--- config.mk ---
export PLATFORM = sky130hd
export DESIGN_NAME = cic_interp_sequencer_flat
export DESIGN_NICKNAME = d
export VERILOG_FILES = /design/src/rtl/cic_interp_sequencer_if.sv /design/src/rtl/cic_interp_sequencer.sv /design/src/flat_wrapper.sv
export SDC_FILE = /design/constraint.sdc
export NUM_CORES = 1
export LEC_CHECK = 0
export CAP_MARGIN = 5
export CORE_AREA = 2 2 65 67
export DETAILED_ROUTE_END_ITERATION = 16
export DIE_AREA = 0 0 67 69
export PLACE_DENSITY_LB_ADDON = 0.3
export SYNTH_ARGS = -nofsm -noshare
export SYNTH_HDL_FRONTEND = slang
export SYNTH_SLANG_ARGS = --single-unit
--- constraint.sdc ---
create_clock -name clk -period 2.3 [get_ports clk]
set_clock_uncertainty 0.05 [all_clocks]
set_input_delay 0.46 -clock clk [delete_from_list [all_inputs] [get_ports clk]]
set_output_delay 0.46 -clock clk [all_outputs]
set_load 0.005 [all_outputs]
--- src/rtl/cic_interp_sequencer_if.sv ---
// ============================================================================
// Module      : cic_interp_sequencer_if
// Description : Upstream handshake and CIC strobe/data bundle for the sequencer.
// Revision    : 1.0 - initial release
// ============================================================================
`default_nettype none

interface cic_interp_sequencer_if #(
    parameter int IN_W = 16
);
    logic            run;
    logic            in_valid;
    logic [IN_W-1:0] in_data;
    logic            in_ready;
    logic            cic_en;
    logic            load_result_fast;
    logic            pulse_fast;
    logic            load_result_slow;
    logic            pulse_slow;
    logic            data_select;
    logic [27:0]     cic_sample;
    logic            out_valid;
    logic            underrun;

    modport master (
        output run, in_valid, in_data,
        input  in_ready, cic_en, load_result_fast, pulse_fast, load_result_slow,
               pulse_slow, data_select, cic_sample, out_valid, underrun
    );

    modport slave (
        input  run, in_valid, in_data,
        output in_ready, cic_en, load_result_fast, pulse_fast, load_result_slow,
               pulse_slow, data_select, cic_sample, out_valid, underrun
    );
endinterface

`default_nettype wire

--- src/rtl/cic_interp_sequencer.sv ---
// ============================================================================
// Module      : cic_interp_sequencer
// Description : Strobe generator and one-entry input stage for a 3-stage CIC interpolator.
// Revision    : 1.0 - initial release
// ============================================================================
`default_nettype none

module cic_interp_sequencer #(
    parameter int FAST_DIV = 4,
    parameter int INTERP_R = 8,
    parameter int IN_W     = 16
) (
    input  logic clk,
    input  logic rst,
    cic_interp_sequencer_if.slave seq
);

    localparam int CIC_W = 28;
    localparam int CW    = (FAST_DIV > 1) ? $clog2(FAST_DIV) : 1;
    localparam int FW    = (INTERP_R > 1) ? $clog2(INTERP_R) : 1;

    localparam logic [CW-1:0] C_LAST = CW'(FAST_DIV - 1);
    localparam logic [FW-1:0] F_LAST = FW'(INTERP_R - 1);
    localparam logic [CW-1:0] C_ZERO = '0;
    localparam logic [CW-1:0] C_ONE  = CW'(1);
    localparam logic [FW-1:0] F_ZERO = '0;

    logic [CW-1:0]    ccnt_q, ccnt_d;
    logic [FW-1:0]    fcnt_q, fcnt_d;
    logic             buf_valid_q, buf_valid_d;
    logic [IN_W-1:0]  buf_data_q, buf_data_d;
    logic [CIC_W-1:0] sample_q, sample_d;
    logic             underrun_q, underrun_d;

    logic cic_en_q, cic_en_d;
    logic lrf_q, lrf_d;
    logic pf_q, pf_d;
    logic lrs_q, lrs_d;
    logic ps_q, ps_d;
    logic ds_q, ds_d;
    logic ov_q, ov_d;

    logic             run_w;
    logic             transfer_w;
    logic             ccnt_wrap_w;
    logic             last_fast_w;
    logic [CIC_W-1:0] sext_w;

    generate
        if (IN_W < CIC_W) begin : g_sext_pad
            assign sext_w = {{(CIC_W-IN_W){buf_data_q[IN_W-1]}}, buf_data_q};
        end else begin : g_sext_full
            assign sext_w = buf_data_q[CIC_W-1:0];
        end
    endgenerate

    assign run_w       = seq.run;
    assign ccnt_wrap_w = (ccnt_q == C_LAST);
    assign last_fast_w = (fcnt_q == F_LAST);
    assign transfer_w  = run_w && (ccnt_q == C_ZERO) && (fcnt_q == F_ZERO);

    // Phase counters: ccnt paces the fast rate, fcnt counts fast samples per slow sample.
    always_comb begin
        ccnt_d = ccnt_q;
        fcnt_d = fcnt_q;
        if (run_w) begin
            if (ccnt_wrap_w) begin
                ccnt_d = '0;
                fcnt_d = last_fast_w ? '0 : fcnt_q + FW'(1);
            end else begin
                ccnt_d = ccnt_q + CW'(1);
            end
        end
    end

    // Strobes are decoded from the current phase and show up one cycle later.
    always_comb begin
        cic_en_d = run_w;
        lrf_d    = run_w && (ccnt_q == C_ZERO);
        pf_d     = run_w && (ccnt_q == C_ONE);
        lrs_d    = run_w && last_fast_w && (ccnt_q == C_ZERO);
        ps_d     = run_w && last_fast_w && (ccnt_q == C_ONE);
        ds_d     = run_w && (fcnt_q == F_ZERO);
        ov_d     = lrf_q;
    end

    // A write colliding with an empty-buffer transfer still counts as an underrun;
    // the incoming sample is kept for the following slow period.
    always_comb begin
        buf_valid_d = buf_valid_q;
        buf_data_d  = buf_data_q;
        sample_d    = sample_q;
        underrun_d  = underrun_q;
        if (transfer_w) begin
            if (buf_valid_q) begin
                sample_d    = sext_w;
                buf_valid_d = 1'b0;
            end else begin
                sample_d    = '0;
                underrun_d  = 1'b1;
            end
        end
        if (seq.in_valid && !buf_valid_q) begin
            buf_data_d  = seq.in_data;
            buf_valid_d = 1'b1;
        end
    end

    always_ff @(posedge clk) begin
        if (rst) begin
            ccnt_q      <= '0;
            fcnt_q      <= '0;
            buf_valid_q <= 1'b0;
            buf_data_q  <= '0;
            sample_q    <= '0;
            underrun_q  <= 1'b0;
            cic_en_q    <= 1'b0;
            lrf_q       <= 1'b0;
            pf_q        <= 1'b0;
            lrs_q       <= 1'b0;
            ps_q        <= 1'b0;
            ds_q        <= 1'b0;
            ov_q        <= 1'b0;
        end else begin
            ccnt_q      <= ccnt_d;
            fcnt_q      <= fcnt_d;
            buf_valid_q <= buf_valid_d;
            buf_data_q  <= buf_data_d;
            sample_q    <= sample_d;
            underrun_q  <= underrun_d;
            cic_en_q    <= cic_en_d;
            lrf_q       <= lrf_d;
            pf_q        <= pf_d;
            lrs_q       <= lrs_d;
            ps_q        <= ps_d;
            ds_q        <= ds_d;
            ov_q        <= ov_d;
        end
    end

    assign seq.in_ready         = !buf_valid_q;
    assign seq.cic_en           = cic_en_q;
    assign seq.load_result_fast = lrf_q;
    assign seq.pulse_fast       = pf_q;
    assign seq.load_result_slow = lrs_q;
    assign seq.pulse_slow       = ps_q;
    assign seq.data_select      = ds_q;
    assign seq.cic_sample       = sample_q;
    assign seq.out_valid        = ov_q;
    assign seq.underrun         = underrun_q;

endmodule

`default_nettype wire

--- src/flat_wrapper.sv ---
// flat-port wrapper written by rule: the top's interface ports become plain ports
module cic_interp_sequencer_flat 
#(
    parameter int FAST_DIV = 4,
    parameter int INTERP_R = 8,
    parameter int IN_W     = 16
)
  (clk, rst, seq_run, seq_in_valid, seq_in_data, seq_in_ready, seq_cic_en, seq_load_result_fast, seq_pulse_fast, seq_load_result_slow, seq_pulse_slow, seq_data_select, seq_cic_sample, seq_out_valid, seq_underrun);
  cic_interp_sequencer_if #(.IN_W(IN_W)) seq_i ();
  input  logic clk;
  input  logic rst;
  input wire logic [$bits(seq_i.run)-1:0] seq_run;
  input wire logic [$bits(seq_i.in_valid)-1:0] seq_in_valid;
  input wire logic [$bits(seq_i.in_data)-1:0] seq_in_data;
  output wire logic [$bits(seq_i.in_ready)-1:0] seq_in_ready;
  output wire logic [$bits(seq_i.cic_en)-1:0] seq_cic_en;
  output wire logic [$bits(seq_i.load_result_fast)-1:0] seq_load_result_fast;
  output wire logic [$bits(seq_i.pulse_fast)-1:0] seq_pulse_fast;
  output wire logic [$bits(seq_i.load_result_slow)-1:0] seq_load_result_slow;
  output wire logic [$bits(seq_i.pulse_slow)-1:0] seq_pulse_slow;
  output wire logic [$bits(seq_i.data_select)-1:0] seq_data_select;
  output wire logic [$bits(seq_i.cic_sample)-1:0] seq_cic_sample;
  output wire logic [$bits(seq_i.out_valid)-1:0] seq_out_valid;
  output wire logic [$bits(seq_i.underrun)-1:0] seq_underrun;
  assign seq_i.run = seq_run;
  assign seq_i.in_valid = seq_in_valid;
  assign seq_i.in_data = seq_in_data;
  assign seq_in_ready = seq_i.in_ready;
  assign seq_cic_en = seq_i.cic_en;
  assign seq_load_result_fast = seq_i.load_result_fast;
  assign seq_pulse_fast = seq_i.pulse_fast;
  assign seq_load_result_slow = seq_i.load_result_slow;
  assign seq_pulse_slow = seq_i.pulse_slow;
  assign seq_data_select = seq_i.data_select;
  assign seq_cic_sample = seq_i.cic_sample;
  assign seq_out_valid = seq_i.out_valid;
  assign seq_underrun = seq_i.underrun;
  cic_interp_sequencer #(.FAST_DIV(FAST_DIV), .INTERP_R(INTERP_R), .IN_W(IN_W)) u_core (.clk(clk), .rst(rst), .seq(seq_i));
endmodule
==> results of run 1 <==
-- flip-flops by register name, summed over array words and instances, names as in the netlist --
signal	cells
u_core.buf_data_q	16
u_core.seq.cic_sample	16
u_core.fcnt_q	3
u_core.seq.underrun	1
u_core.seq.out_valid	1
u_core.seq.pulse_fast	1
u_core.seq.data_select	1
u_core.ccnt_q	2
u_core.seq.load_result_fast	1
u_core.buf_valid_q	1
u_core.seq.cic_en	1
u_core.seq.load_result_slow	1
u_core.seq.pulse_slow	1
-- through the flow --
stage               std cells  util (%)
finish                    306      62.9
global route              306      62.9
CTS                       306      62.9
detailed placement        299      60.8
global placement          299      60.8
floorplan                 211         -
-- cell usage in the layout, fill, tap and decap left out, drive strengths merged, types with 2 or more instances in the layout --
| cell type | n |
|---|---|
| nor2b | 2 |
| nand3 | 18 |
| dfxtp | 46 |
| and3 | 2 |
| clkdlybuf4s50 | 55 |
| nand2 | 51 |
| mux2i | 2 |
| clkbuf | 5 |
| a21oi | 37 |
| nor2 | 7 |
| inv | 6 |
| buf | 10 |
| ha | 6 |
| and2 | 2 |
| clkinv | 2 |
-- cells by family (layout without fill, tap and decap cells) --
kind of cell               count (synthesis)  after routing  share of synthesized area (%)
AOI/OAI and AO/OA                         37             37                           11.6
adders and majority gates                  6              6                           3.96
buffers and inverters                     33             78                           11.7
DFF                                       46             46                           48.6
muxes                                      2              2                           1.06
and+or+nand+nor                           87             87                           23.1
-- how the worst max path moves through the flow --
stage,start,to,slack [ps],cells after the start
after global placement,seq_run,u_core.seq.cic_sample[1],370,5
after detailed placement,seq_run,u_core.seq.cic_sample[1],290,5
final,u_core.seq.cic_sample[26],seq_cic_sample[15],380,1
after global routing,u_core.seq.cic_sample[26],seq_cic_sample[26],250,1
after floorplan,u_core.ccnt_q[0],u_core.seq.underrun,860,7
after CTS,u_core.seq.cic_sample[26],seq_cic_sample[15],340,1
-- worst min-delay path: stages, from the launching register on --
cell	delay, ps
dfxtp_1	310
nand2_1	50
a21oi_1	50
-- layer usage --
metal,global-route usage (%),vias to the layer above,wire length [um]
li1,-,760,-
met1,20.6,669,1560
met2,26.4,47,1680
met3,5.38,4,235
met4,5.67,0,39
met5,0,-,0
-- layout make-up --
| class | instances | area (um2) |
|---|---|---|
| Clock buffer | 5 | 68.8 |
| Timing Repair Buffer | 65 | 623 |
| Sequential cell | 46 | 921 |
| Multi-Input combinational cell | 132 | 752 |
| Inverter | 6 | 22.5 |
| Clock inverter | 2 | 10.0 |
| Fill cell | 372 | 1450 |
| Tap cell | 50 | 62.6 |
-- where the power goes --
part	leakage [nW]	internal, mW	switching [mW]
clock	0.0438	0.204	0.247
combinational	0.484	0.0924	0.0975
sequential	0.375	0.827	0.0170
total	0.903	1.12	0.362
==> out/summary.txt, run 1 <==
status - complete, no violations
CP max FO - 14
Crit Path Class - reg -> out
Tmin final - 1920 ps
fraction of layout cells with a size suffix above 1 - 14.1%
Die Y - 69 um
Post-synth top cells - nand2_1 (51), dfxtp_1 (46), a21oi_1 (28), buf_4 (14)
starting density of the core - 48.4%
drt wl/cell - 11.5 um
CP max-delay cell - clkdlybuf4s50_1
relative max-transition margin - 59.6%
most common cell in the netlist - nand2_1
area share of the largest cell type after synthesis - 48.6%
Yosys warning count - 0
top cells by area, synth - dfxtp_1 (49%), nand2_1 (10%), a21oi_1 (7.4%)
HPWL Detailed - 2.49 mm
pwr/cell area - 604 mW/mm2
crit-path leading delay family - buffers and inverters
FFs w/ async S/R, synth - 0%
via count - 1480
CP Buf/Inv Count - 1
IO Port Bufs - 56
Setup WS pre-CTS - 288 ps
average size of a mapped cell - 8.98 um2
leakage - 0.903 nW
area delta synth->final - 29.9%
Die Width - 67 um
Ports - 57
Post-route DRC - 0
Final ANT Viol Nets - 0
Min Hold Slack - 408 ps
Setup WS post-layout - 380 ps
initial antenna violation count - 0
ant diodes - 0
Mapped Nets - 237
prevailing post-synth register cell - dfxtp_1
Worst R2R End - u_core.seq.cic_sample[1]
DIE AREA - 0.00462 mm2
largest net degree at the start of global routing - 19
Worst-Margin Slew - 607 ps
Final GP Congestion - 0.801
Worst Path Required - 1790 ps
Post-synth EDFFs - 0
Hold Fails Final Rpt - 0
CTS Buffer Depth - 2
Vias/cell - 4.84
crit path launch type - flop
Worst R2R Path Depth - 6
Clock Sinks - 46
hold path endpoint - u_core.buf_data_q[15]
Hold Path Depth - 2
CP endpoint kind - output pin
Post-Synthesis Cells - 211
reg2reg start - u_core.ccnt_q[0]
Netlist cell types - 24
max-slew violation count - 0
Post-DP Area - 0.00238 mm2
DRT iter0 DRCs - 38
grt ovf - 0
R2R setup slack - 780 ps
RSZ-0062 raised after global routing - false
Root Driver - clkbuf_8
CTS buffer count - 5
Arrival @ worst endpoint - 1410 ps
crit path cell chain - clkdlybuf4s50_1
Largest stage delay, worst path - 580 ps
post-cts sizing count - 0
final instance area - 0.00246 mm2
vias in the first global route - 1354
Final Routed Wirelength - 3.52 mm
nets@finish - 282
clock-pin transition on the worst setup and hold timing paths - 80 ps
peak supply drop - 0.000399 V
final setup fails - 0
Final period util - 83.5%
top cell type by total area after synthesis - dfxtp_1
post-CTS setup buffer count - 0
drt pass-1 iters - 4
first-pass GRT wire length - 5.91 mm
min-delay src - u_core.buf_data_q[15]
row count - 23
fmax - 521 MHz
sequential share of the synthesized area - 48.6%
CTS tree - done
clk_lat worst skew - 290 ps
FF+latch count, synth - 46
total track usage - 16.5%
# Max-Cap Violations - 0
Tot Pwr - 1.48 mW
CTS Hold Bufs - 0
core area - 0.00391 mm2
CTS HTree Levels - 2
setup_tns - 0 ps
Mapped Area - 0.00189 mm2
Hold Path Class - reg -> reg
Note: power is estimated with default switching activity, not from simulation.
==> inputs of run 2 (changes only) <==
CORE_AREA = 2 2 71 73   (was 2 2 65 67)
DIE_AREA = 0 0 73 75   (was 0 0 67 69)
clock period = 1.65 ns   (was 2.3 ns; I/O delays follow)
==> out/summary.txt, run 2 (synthesis gave the netlist of run 1 again) <==
critical path depth - 1 (unchanged)
DRT iter0 DRCs - 50 (+32%)
Die Y - 75 um (+8.7%)
crit path from - u_core.seq.cic_sample[26]
CTS tree - done
Post-Place Cells - 303 (+1.3%)
HPWL Detailed - 2.56 mm (+2.7%)
CTS HTree Levels - 2 (unchanged)
Worst R2R Path Depth - 6 (unchanged)
Critical Path Sink - seq_cic_sample[20]
peak supply drop - 0.000381 V (-4.4%)
Final GP Congestion - 0.773 (-3.6%)
CP max FO - 14 (unchanged)
area delta synth->final - 33.1%
row count - 25 (+8.7%)
RSZ-0062 raised after global routing - false
nets@finish - 282 (unchanged)
Tmin final - 1580 ps
# Max-Cap Violations - 0 (unchanged)
Root Driver - clkbuf_8
Hold Path Class - in -> reg
first-pass GRT wire length - 5.97 mm (+1.0%)
Ports - 57 (unchanged)
Worst Path Required - 1270 ps (-520 ps)
CP max-delay cell - clkdlybuf4s50_1
CTS buffer count - 5 (unchanged)
Vias/cell - 4.75 (-1.8%)
Die Width - 73 um (+9.0%)
Clock Sinks - 46 (unchanged)
largest net degree at the start of global routing - 25 (+6)
status - complete, no violations
Post-DP Area - 0.00241 mm2 (+1.3%)
grt ovf - 0 (unchanged)
vias in the first global route - 1319 (-2.6%)
Final Routed Wirelength - 3.66 mm (+4.2%)
Arrival @ worst endpoint - 1200 ps (-210 ps)
CP Buf/Inv Count - 1 (unchanged)
max-slew violation count - 0 (unchanged)
fmax - 631 MHz
R2R setup slack - 190 ps (-590 ps)
CP endpoint kind - output pin
most frequent cells in the layout - nand2_1 (51), clkdlybuf4s50_1 (49), dfxtp_1 (45)
clk_lat worst skew - 290 ps (about the same)
reg2reg start - u_core.ccnt_q[0]
CTS Hold Bufs - 0 (unchanged)
core area - 0.00466 mm2 (+19%)
fraction of layout cells with a size suffix above 1 - 14.4% (+0.33 points)
crit path cell chain - clkdlybuf4s50_1
DIE AREA - 0.00548 mm2 (+18%)
crit path launch type - flop
CTS Buffer Depth - 2 (unchanged)
crit-path leading delay family - buffers and inverters
Worst R2R End - u_core.seq.underrun
leakage - 1.03 nW (+14%)
most common cell after layout, fill and taps aside - nand2_1
Hold Fails Final Rpt - 0 (unchanged)
pwr/cell area - 850 mW/mm2 (+41%)
Final period util - 96.0%
final instance area - 0.00252 mm2 (+2.5%)
total track usage - 14.5% (-2.1 points)
final setup fails - 0 (unchanged)
initial antenna violation count - 0 (unchanged)
Final ANT Viol Nets - 0 (unchanged)
clock-pin transition on the worst setup and hold timing paths - 80 ps (about the same)
drt wl/cell - 11.8 um (+2.5%)
setup_tns - 0 ps (unchanged)
Worst-Margin Slew - 298 ps (-308 ps)
drt pass-1 iters - 4 (unchanged)
Largest stage delay, worst path - 510 ps (-70 ps)
Post-route DRC - 0 (unchanged)
ant diodes - 0 (unchanged)
via count - 1477 (-0.20%)
relative max-transition margin - 80.1% (+21 points)
starting density of the core - 40.6% (-7.8 points)
Non-Filler Instances - 311 (+1.6%)
IO Port Bufs - 56 (unchanged)
Crit Path Class - reg -> out
==> run 2: cell types whose count changed in the layout (fill, tap and decap cells not counted), sizes merged <==
cell	before	now
clkdlybuf4s50	55	49
dlymetal6s2s	0	6
clkinv	2	1
clkbuf	5	7
==> run 2: how the worst min path moves through the flow <==
stage | from | end | slack (ps) | depth (start not counted)
after floorplan | u_core.buf_data_q[0] | u_core.buf_data_q[0] | 390 | 2
after global placement | u_core.buf_data_q[15] | u_core.buf_data_q[15] | 390 | 2
after detailed placement | u_core.buf_data_q[2] | u_core.buf_data_q[2] | 400 | 2
after CTS | rst | u_core.seq.cic_en | 200 | 2
after global routing | rst | u_core.seq.cic_en | 220 | 2
final | rst | u_core.seq.cic_en | 210 | 2
==> run 2: cell type report <==
type | instances | area, um2
sequential | 46 | 925
clock buffer | 7 | 86.3
inverter | 6 | 22.5
clock inverter | 1 | 5.00
multi-input combinational | 132 | 752
tap | 54 | 67.6
fill | 456 | 2140
timing repair buffer | 65 | 663
==> run 2: stage by stage <==
stage / setup WS (ps) / utilization (%) / hold WS (ps) / total power [mW]
CTS: 20.3 / 53.8 / 201 / 2.17
detailed placement: 8.93 / 51.7 / 399 / 1.49
global route: 1.43 / 54.1 / 218 / 2.24
global placement: 30.6 / 51.7 / 395 / 1.48
floorplan: 215 / - / 387 / 1.37
finish: 66.3 / 54.1 / 209 / 2.14
==> run 2: where the power goes <==
part | switching (mW) | total (mW) | internal, mW
Combinational | 0.139 | 0.278 | 0.139
Sequential | 0.0243 | 1.18 | 1.15
Clock | 0.351 | 0.689 | 0.338
==> run 2: per-layer routing <==
| layer | vias to the layer above | part of all wire [%] | global-route usage, % | routed length [um] |
|---|---|---|---|---|
| met3 | 4 | 5.1 | 4.28 | 186 |
| li1 | 760 | - | - | - |
| met2 | 45 | 49 | 24.7 | 1780 |
| met4 | 0 | 1.6 | 6.17 | 57 |
| met5 | - | 0 | 0 | 0 |
| met1 | 668 | 45 | 16.9 | 1640 |
==> run 2: worst reg2reg max path, stage by stage (launching register included) <==
cell and delay [ps]:
dfxtp_1 410, inv_1 60, ha_1 240, and4b_1 230
buf_12 160, a21oi_1 150, nor2_1 50
==> run 2: what timing repair did <==
item | CTS | global route
buffers inserted | 0 | 0
setup endpoints to repair | 13 | 13
resized for setup | 2 | 6
==> inputs of run 3 (changes only) <==
CORE_AREA = 2 2 68 70   (was 2 2 71 73)
CTS_CLUSTER_SIZE = 16   (was not set)
DIE_AREA = 0 0 70 72   (was 0 0 73 75)
MAX_ROUTING_LAYER = met4   (was not set)
clock period = 1.5 ns   (was 1.65 ns; I/O delays follow)
==> out/summary.txt, run 3 (synthesis gave the netlist of run 1 again) <==
status - complete, no violations
crit path cell chain - clkdlybuf4s50_1
Min Hold Slack - 354 ps (+145 ps)
fillers - 403 (-12%)
Worst-Margin Slew - 387 ps (+88.3 ps)
DRT iter0 DRCs - 46 (-8.0%)
fmax - 676 MHz
ant diodes - 0 (unchanged)
crit-path leading delay family - buffers and inverters
final instance area - 0.00259 mm2 (+2.8%)
# Max-Cap Violations - 0 (unchanged)
row count - 24 (-4.0%)
max-slew violation count - 0 (unchanged)
Vias/cell - 4.78 (+0.56%)
fraction of layout cells with a size suffix above 1 - 21.5% (+7.1 points)
drt pass-1 iters - 6 (+2)
Root Driver - clkbuf_8
IO Port Bufs - 56 (unchanged)
CP Buf/Inv Count - 1 (unchanged)
starting density of the core - 44.4% (+3.8 points)
pwr/cell area - 921 mW/mm2 (+8.4%)
Largest stage delay, worst path - 490 ps (-20 ps)
HPWL Detailed - 2.52 mm (-1.7%)
DIE AREA - 0.00504 mm2 (-7.9%)
Final period util - 98.7%
Ports - 57 (unchanged)
Tot Pwr - 2.39 mW (+11%)
CP max-delay cell - clkdlybuf4s50_1
Final GP Congestion - 0.814 (+5.3%)
Die Width - 70 um (-4.1%)
most common cell after layout, fill and taps aside - nand2_1
most frequent cells in the layout - nand2_1 (51), dfxtp_1 (33), clkdlybuf4s50_1 (31)
relative max-transition margin - 74.2% (-5.9 points)
critical path depth - 1 (unchanged)
clk_lat worst skew - 290 ps (about the same)
first-pass GRT wire length - 5.99 mm (+0.35%)
nets@finish - 285 (+1.1%)
CTS tree - done
leakage - 1.18 nW (+14%)
multi-input logic area - 768 um2 (+2.2%)
grt ovf - 0 (unchanged)
CTS buffer count - 5 (unchanged)
Arrival @ worst endpoint - 1130 ps (-70 ps)
Hold Path Class - in -> reg
Die Y - 72 um (-4.0%)
drt wl/cell - 12.2 um (+3.5%)
final setup fails - 0 (unchanged)
via count - 1490 (+0.88%)
CP endpoint kind - output pin
Final Routed Wirelength - 3.80 mm (+3.8%)
CTS Buffer Depth - 2 (unchanged)
storage element area - 940 um2 (+1.6%)
peak supply drop - 0.000647 V (+70%)
Hold Path Depth - 2 (unchanged)
Final ANT Viol Nets - 0 (unchanged)
CP max FO - 2 (-12)
Post-route DRC - 0 (unchanged)
Worst R2R Path Depth - 6 (unchanged)
Post-DP Area - 0.00243 mm2 (+0.73%)
crit path launch type - flop
Worst Path Required - 1150 ps (-120 ps)
Hold Fails Final Rpt - 0 (unchanged)
vias in the first global route - 1383 (+4.9%)
CTS HTree Levels - 2 (unchanged)
Tmin final - 1480 ps
largest net degree at the start of global routing - 25 (unchanged)
total track usage - 15.4% (+0.92 points)
area delta synth->final - 36.8%
clock-pin transition on the worst setup and hold timing paths - 80 ps (about the same)
CTS Hold Bufs - 0 (unchanged)
Clock Sinks - 46 (unchanged)
core area - 0.00426 mm2 (-8.5%)
initial antenna violation count - 0 (unchanged)
Crit Path Class - reg -> out
run 3: cell count changes in the layout (fill, tap and decap cells not counted), sizes merged:
cell / previous run / this run
dlymetal6s2s: 6 / 9
clkbuf: 7 / 8
dlygate4sd2: 0 / 15
clkdlybuf4s50: 49 / 31
buf: 10 / 12
run 3: stage by stage:
stage / utilization, % / setup TNS (ps) / std cells / setup WS (ps)
floorplan: - / 0 / 211 / 64.8
global placement: 57.0 / -1510 / 302 / -94.3
detailed placement: 57.0 / -1950 / 302 / -131
CTS: 58.9 / 0 / 310 / 0.616
global route: 60.8 / -36.2 / 312 / -16.4
finish: 60.8 / 0 / 312 / 20.2
run 3: worst paths after layout:
| check | endpoint | slack (ps) | from |
|---|---|---|---|
| worst max-delay path | seq_cic_sample[0] | 20 | u_core.seq.cic_sample[0] |
| worst min-delay path | u_core.seq.underrun | 350 | rst |
| worst max register to register | u_core.seq.cic_sample[5] | 70 | u_core.fcnt_q[1] |
| worst min register to register | u_core.seq.cic_sample[1] | 400 | u_core.seq.cic_sample[1] |
run 3: repair_timing:
action,4_1_cts,5_1_grt
gates resized for setup,23,20
gates cloned,0,1
buffers inserted,0,1
pin swaps,0,1
setup endpoints to repair,21,28
run 3: layer usage:
layer | global-route usage (%) | vias up | wire [um]
met4 | 6.41 | 0 | 66
met5 | - | - | 0
li1 | - | 772 | -
met1 | 18.6 | 668 | 1730
met3 | 3.19 | 7 | 185
met2 | 25.2 | 43 | 1820
run 3: cell type report:
class,count,area share (%)
clock buffers,7,3.33
flip-flops and latches,46,36.3
inverters,6,0.869
multi-input cells,132,29.6
clock inverters,1,0.193
well taps,52,2.51
repair buffers,68,27.2
run 3: power breakdown:
part	switching, mW	total [mW]	internal, mW
Sequential	0.0240	1.29	1.27
Clock	0.390	0.762	0.372
Combinational	0.164	0.336	0.172
Total	0.578	2.39	1.81
run 3: worst reg2reg max path: stages (launching register included):
cell	delay, ps
dfxtp_2	340
inv_1	60
ha_2	190
and4b_2	310
clkbuf_16	190
nand3_2	90
a21oi_2	150
